`src/rtl/pipeline_hazard_ctrl.sv`:
```
// Pipeline sequencer: per-stage enable/flush, PC enable and memory requests
// for a 5-stage pipeline, with load-use, redirect, cache-wait and halt handling.
module pipeline_hazard_ctrl #(
   parameter int unsigned CNT_W = 32
) (
   input  logic             CLK,
   input  logic             RST,
   input  logic             ihit,
   input  logic             dhit,
   input  logic [4:0]       ifid_rs,
   input  logic [4:0]       ifid_rt,
   input  logic             idex_memread,
   input  logic [4:0]       idex_rt,
   input  logic             exmem_memread,
   input  logic             exmem_memwrite,
   input  logic             redirect,
   input  logic             wb_halt,
   output logic             pc_en,
   output logic             ifid_en,
   output logic             ifid_flush,
   output logic             idex_en,
   output logic             idex_flush,
   output logic             exmem_en,
   output logic             exmem_flush,
   output logic             memwb_en,
   output logic             imemREN,
   output logic             dmemREN,
   output logic             dmemWEN,
   output logic             halt,
   output logic [CNT_W-1:0] cycle_cnt,
   output logic [CNT_W-1:0] stall_cnt
);

   typedef enum logic [1:0] {
      RUN    = 2'd0,
      DWAIT  = 2'd1,
      HALTED = 2'd2
   } state_e;

   state_e           state_q, state_d;
   logic [CNT_W-1:0] cycle_q, cycle_d;
   logic [CNT_W-1:0] stall_q, stall_d;

   logic active;
   logic mem_req;
   logic freeze;
   logic load_use;

   assign active   = ~RST & (state_q != HALTED);
   assign mem_req  = exmem_memread | exmem_memwrite;
   assign freeze   = mem_req & ~dhit;
   assign load_use = idex_memread & (idex_rt != 5'd0) &
                     ((idex_rt == ifid_rs) | (idex_rt == ifid_rt));

   // Next state, stage controls and counter updates from state + inputs
   always_comb begin
      state_d     = state_q;
      cycle_d     = cycle_q;
      stall_d     = stall_q;
      pc_en       = 1'b0;
      ifid_en     = 1'b0;
      ifid_flush  = 1'b0;
      idex_en     = 1'b0;
      idex_flush  = 1'b0;
      exmem_en    = 1'b0;
      exmem_flush = 1'b0;
      memwb_en    = 1'b0;
      imemREN     = 1'b0;
      dmemREN     = 1'b0;
      dmemWEN     = 1'b0;
      halt        = ~RST & (state_q == HALTED);

      case (state_q)
         RUN: begin
            if (wb_halt)     state_d = HALTED;
            else if (freeze) state_d = DWAIT;
         end
         DWAIT: begin
            if (dhit) state_d = RUN;
         end
         HALTED:  state_d = HALTED;
         default: state_d = RUN;
      endcase

      if (active) begin
         imemREN = 1'b1;
         dmemREN = exmem_memread;
         dmemWEN = exmem_memwrite;

         if (freeze) begin
            // Whole pipe holds; a pending redirect re-presents once EX/MEM moves
            pc_en = 1'b0;
         end else if (redirect) begin
            pc_en      = 1'b1;
            ifid_en    = 1'b1;
            ifid_flush = 1'b1;
            idex_en    = 1'b1;
            idex_flush = 1'b1;
            exmem_en   = 1'b1;
            memwb_en   = 1'b1;
         end else if (load_use) begin
            idex_en    = 1'b1;
            idex_flush = 1'b1;
            exmem_en   = 1'b1;
            memwb_en   = 1'b1;
         end else if (~ihit) begin
            ifid_en    = 1'b1;
            ifid_flush = 1'b1;
            idex_en    = 1'b1;
            exmem_en   = 1'b1;
            memwb_en   = 1'b1;
         end else begin
            pc_en    = 1'b1;
            ifid_en  = 1'b1;
            idex_en  = 1'b1;
            exmem_en = 1'b1;
            memwb_en = 1'b1;
         end

         cycle_d = cycle_q + CNT_W'(1);
         if (!pc_en) stall_d = stall_q + CNT_W'(1);
      end
   end

   always_ff @(posedge CLK) begin
      if (RST) begin
         state_q <= RUN;
         cycle_q <= '0;
         stall_q <= '0;
      end else begin
         state_q <= state_d;
         cycle_q <= cycle_d;
         stall_q <= stall_d;
      end
   end

   assign cycle_cnt = cycle_q;
   assign stall_cnt = stall_q;

endmodule
```
`config.mk`:
```
export PLATFORM = sky130hd
export DESIGN_NAME = pipeline_hazard_ctrl
export DESIGN_NICKNAME = d
export VERILOG_FILES = /design/src/rtl/pipeline_hazard_ctrl.sv
export SDC_FILE = /design/constraint.sdc
export NUM_CORES = 1
export LEC_CHECK = 0
export ABC_CLOCK_PERIOD_IN_PS = 2700
export CORE_AREA = 5 5 91 93
export CTS_CLUSTER_DIAMETER = 120
export CTS_CLUSTER_SIZE = 20
export DETAILED_ROUTE_END_ITERATION = 10
export DIE_AREA = 0 0 96 98
export PLACE_DENSITY_LB_ADDON = 0.3
export SKIP_CTS_REPAIR_TIMING = 1
export SYNTH_ARGS = -nofsm -noshare
export SYNTH_HDL_FRONTEND = slang
export SYNTH_SLANG_ARGS = --single-unit
```
`constraint.sdc`:
```
create_clock -name CLK -period 2.7 [get_ports CLK]
set_input_delay 0.54 -clock CLK [delete_from_list [all_inputs] [get_ports CLK]]
set_output_delay 0.54 -clock CLK [all_outputs]
set_load 0.02 [all_outputs]
```
==> flow_summary.toml <==
[setup_path]
worstSetupPathType = "input port to output pin"
arrival_ps = 2100
path_cells = "clkdlybuf4s50_1 -> or4_4 -> o21ai_2 -> nand2b_4 -> o21ai_4 -> a21oi_2 -> buf_6"
cp_slowest_cell = "clkdlybuf4s50_1"
critPathLaunchType = "input port"
path_max_fanout = 3
critPathRequiredTime_ps = 2160
max_stage_delay_ps = 470
critical_path.endpoint_type = "output pin"

[die]
dieArea_sq_mm = 0.00941
die_x_um = 96
start_util_pct = 44.9
core_sq_mm = 0.00745
die_h_um = 98
rows = 32
io_pins = 100

[grt]
grt_pass1_wl_um = 14400
grt_pass1_vias = 3130
grt_max_degree = 65
grt_overflow = 0
grt_use_total_pct = 18.7
antenna_found_initial = 0

[sta]
max-slew-margin-rel_pct = 66.4
holdWs_ps = 467
layout_min_cycle_time_ps = 2640
tightest_slew_ps = 504
finalHoldViolCount = 0
setup_viol = 0
slew_viol_final = 0
fin_tns_setup_ps = 0
layout_setup_ws_ps = 64.5
fin_crit_sh_pct = 97.6
skew_ps = 8.66
max_freq_mhz = 379

[place]
gp_congestion = 0.811
dp.cells = 597
dpl.hpwl_um = 6290
io_buffers = 98
place_ws_ps = -562

[layout]
final_nets = 533
drive_gt1_share_pct = 10.6
diodes = 0
syn2layout_area_growth_pct = 41.6
final_cells = 613
post-route-util_pct = 63.5

[routing]
ant_nets = 0
vias = 3368
drt_pass1_iterations = 4
drtIter0Drc = 154
wl_per_cell_um = 14.2
viasPerCell = 5.49
wl_um = 8680
remaining_drc_errors = 0

[synth]
synth_flop_cell = "dfxtp_1"
yosysWarnings = 0
synth-seq-cells = 66
syn_inst = 403
synth_area_sq_mm = 0.00334
syn_nets = 429
synthArstFlopShare_pct = 0
avgSynthCellArea_sq_um = 8.29
yosysSeqAreaShare_pct = 39.6
synth_cell_types = 39
synth-edff-count = 0

[run]
drv_cap = 0

[run_status]
outcome = "finished, final reports clean"

[clock_tree]
cts_tree = "built"
htreeDepth = 3
cts.path.max_buffers = 2
clockRootBuffer = "clkbuf_8"
clk_pin_slew_worst_paths_ps = 70
clkLatencyLatePin_ps = 340
cts_buffers = 9
cts.sinks = 66

[power_and_ir_drop]
p_comb_share_pct = 11.6
sw_frac_of_total_pct = 24.2
pwr-share-clk_pct = 41.0
seq_power_share_pct = 47.4
p_int_mw = 1.59
p_leak_nw = 1.64
p_sw_uw = 509
ir_drop_v = 0.000271
power_density_mw_per_mm2 = 444

[worst_hold_path]
holdCritPathClass = "flip-flop to flip-flop"
==> layout make-up <==
| class | instances | area, sq um |
|---|---|---|
| fill | 673 | 2720 |
| multi-input combinational | 303 | 1900 |
| sequential | 66 | 1320 |
| timing repair buffer | 118 | 1150 |
| clock buffer | 13 | 169 |
| tap | 102 | 128 |
| clock inverter | 2 | 35.0 |
| inverter | 9 | 33.8 |
==> synth_stat cells (2+ instances only) <==
master	count	area [sq um]
nor3_1	5	25.0
or4_1	21	158
and4_1	6	52.6
nor2_1	39	146
ha_1	2	25.0
and3_1	9	56.3
xnor2_1	17	149
and2_1	4	25.0
o21ai_1	2	10.0
nor4_1	2	12.5
a21oi_1	36	180
nand2b_1	2	12.5
o41ai_1	5	43.8
buf_2	3	15.0
o311ai_0	5	43.8
xor2_1	17	149
buf_4	4	30.0
or3_1	14	87.6
buf_6	3	33.8
nand2_1	26	97.6
clkbuf_1	14	52.6
nand3_1	33	165
dfxtp_1	66	1320
o21ai_0	15	75.1
nand4_1	13	81.3
o31ai_1	19	143
inv_1	9	33.8
==> worst max-delay path, delay by kind of cell <==
kind | cells | cell delay, ps
buffers and inverters | 2 | 600
AOI/OAI and AO/OA | 3 | 350
and+or+nand+nor | 2 | 600
==> power by group through the flow <==
stage                     clock [mW]  combinational [mW]  sequential (mW)
after floorplan                    0               0.121             1.03
after global placement             0               0.233             1.02
after detailed placement           0               0.238             1.02
after CTS                      0.881               0.239            0.996
after global routing           0.917               0.268            0.997
final                          0.861               0.244            0.996
==> through the flow <==
step / instance area, sq um / total power, mW
final: 4730 / 2.10
after global routing: 4730 / 2.18
after CTS: 4670 / 2.12
after detailed placement: 4470 / 1.26
after global placement: 4470 / 1.25
after floorplan: 3340 / 1.15
==> cells by family after synthesis <==
kind of cell | share of synthesized area [%]
flops | 39.6
xor+xnor | 8.91
fa+ha+maj | 0.749
compound gates | 15.8
other cells | 0.112
buf+inv | 5.09
simple gates | 29.7
==> worst paths after layout <==
| path | cells after the start | slack, ps | start | endpoint |
|---|---|---|---|---|
| hold reg to reg | 1 | 470 | state_q[0]$_SDFFE_PP0P_ | state_q[1]$_SDFFE_PP0P_ |
| setup reg to reg | 6 | 480 | stall_cnt[2]$_SDFFE_PP0P_ | stall_cnt[27]$_SDFFE_PP0P_ |
| hold / removal | 1 | 470 | state_q[0]$_SDFFE_PP0P_ | state_q[1]$_SDFFE_PP0P_ |
| setup / recovery | 7 | 60 | idex_rt[4] | ifid_flush |
==> cell usage in the layout (no fill, tap or decap), types with 13 or more instances in the layout <==
master / n
clkdlybuf4s50_1: 87
dfxtp_1: 66
nor2_1: 37
a21oi_1: 35
nand3_1: 33
nand2_1: 26
or4_1: 20
o31ai_1: 19
buf_4: 19
xor2_1: 17
xnor2_1: 16
or3_1: 14
o21ai_0: 14
nand4_1: 13
==> sequential cells by signal, indices dropped and copies added (netlist names) <==
register	count
stall_cnt	32
cycle_cnt	32
state_q	2
==> layer usage <==
metal	global-route usage, %	vias up	wire length (um)
met2	29.5	83	4210
met4	7.22	0	133
met5	0	-	0
met1	24.4	1588	3800
met3	4.55	11	538
li1	-	1686	-
Power figures use the tool's default switching activity.
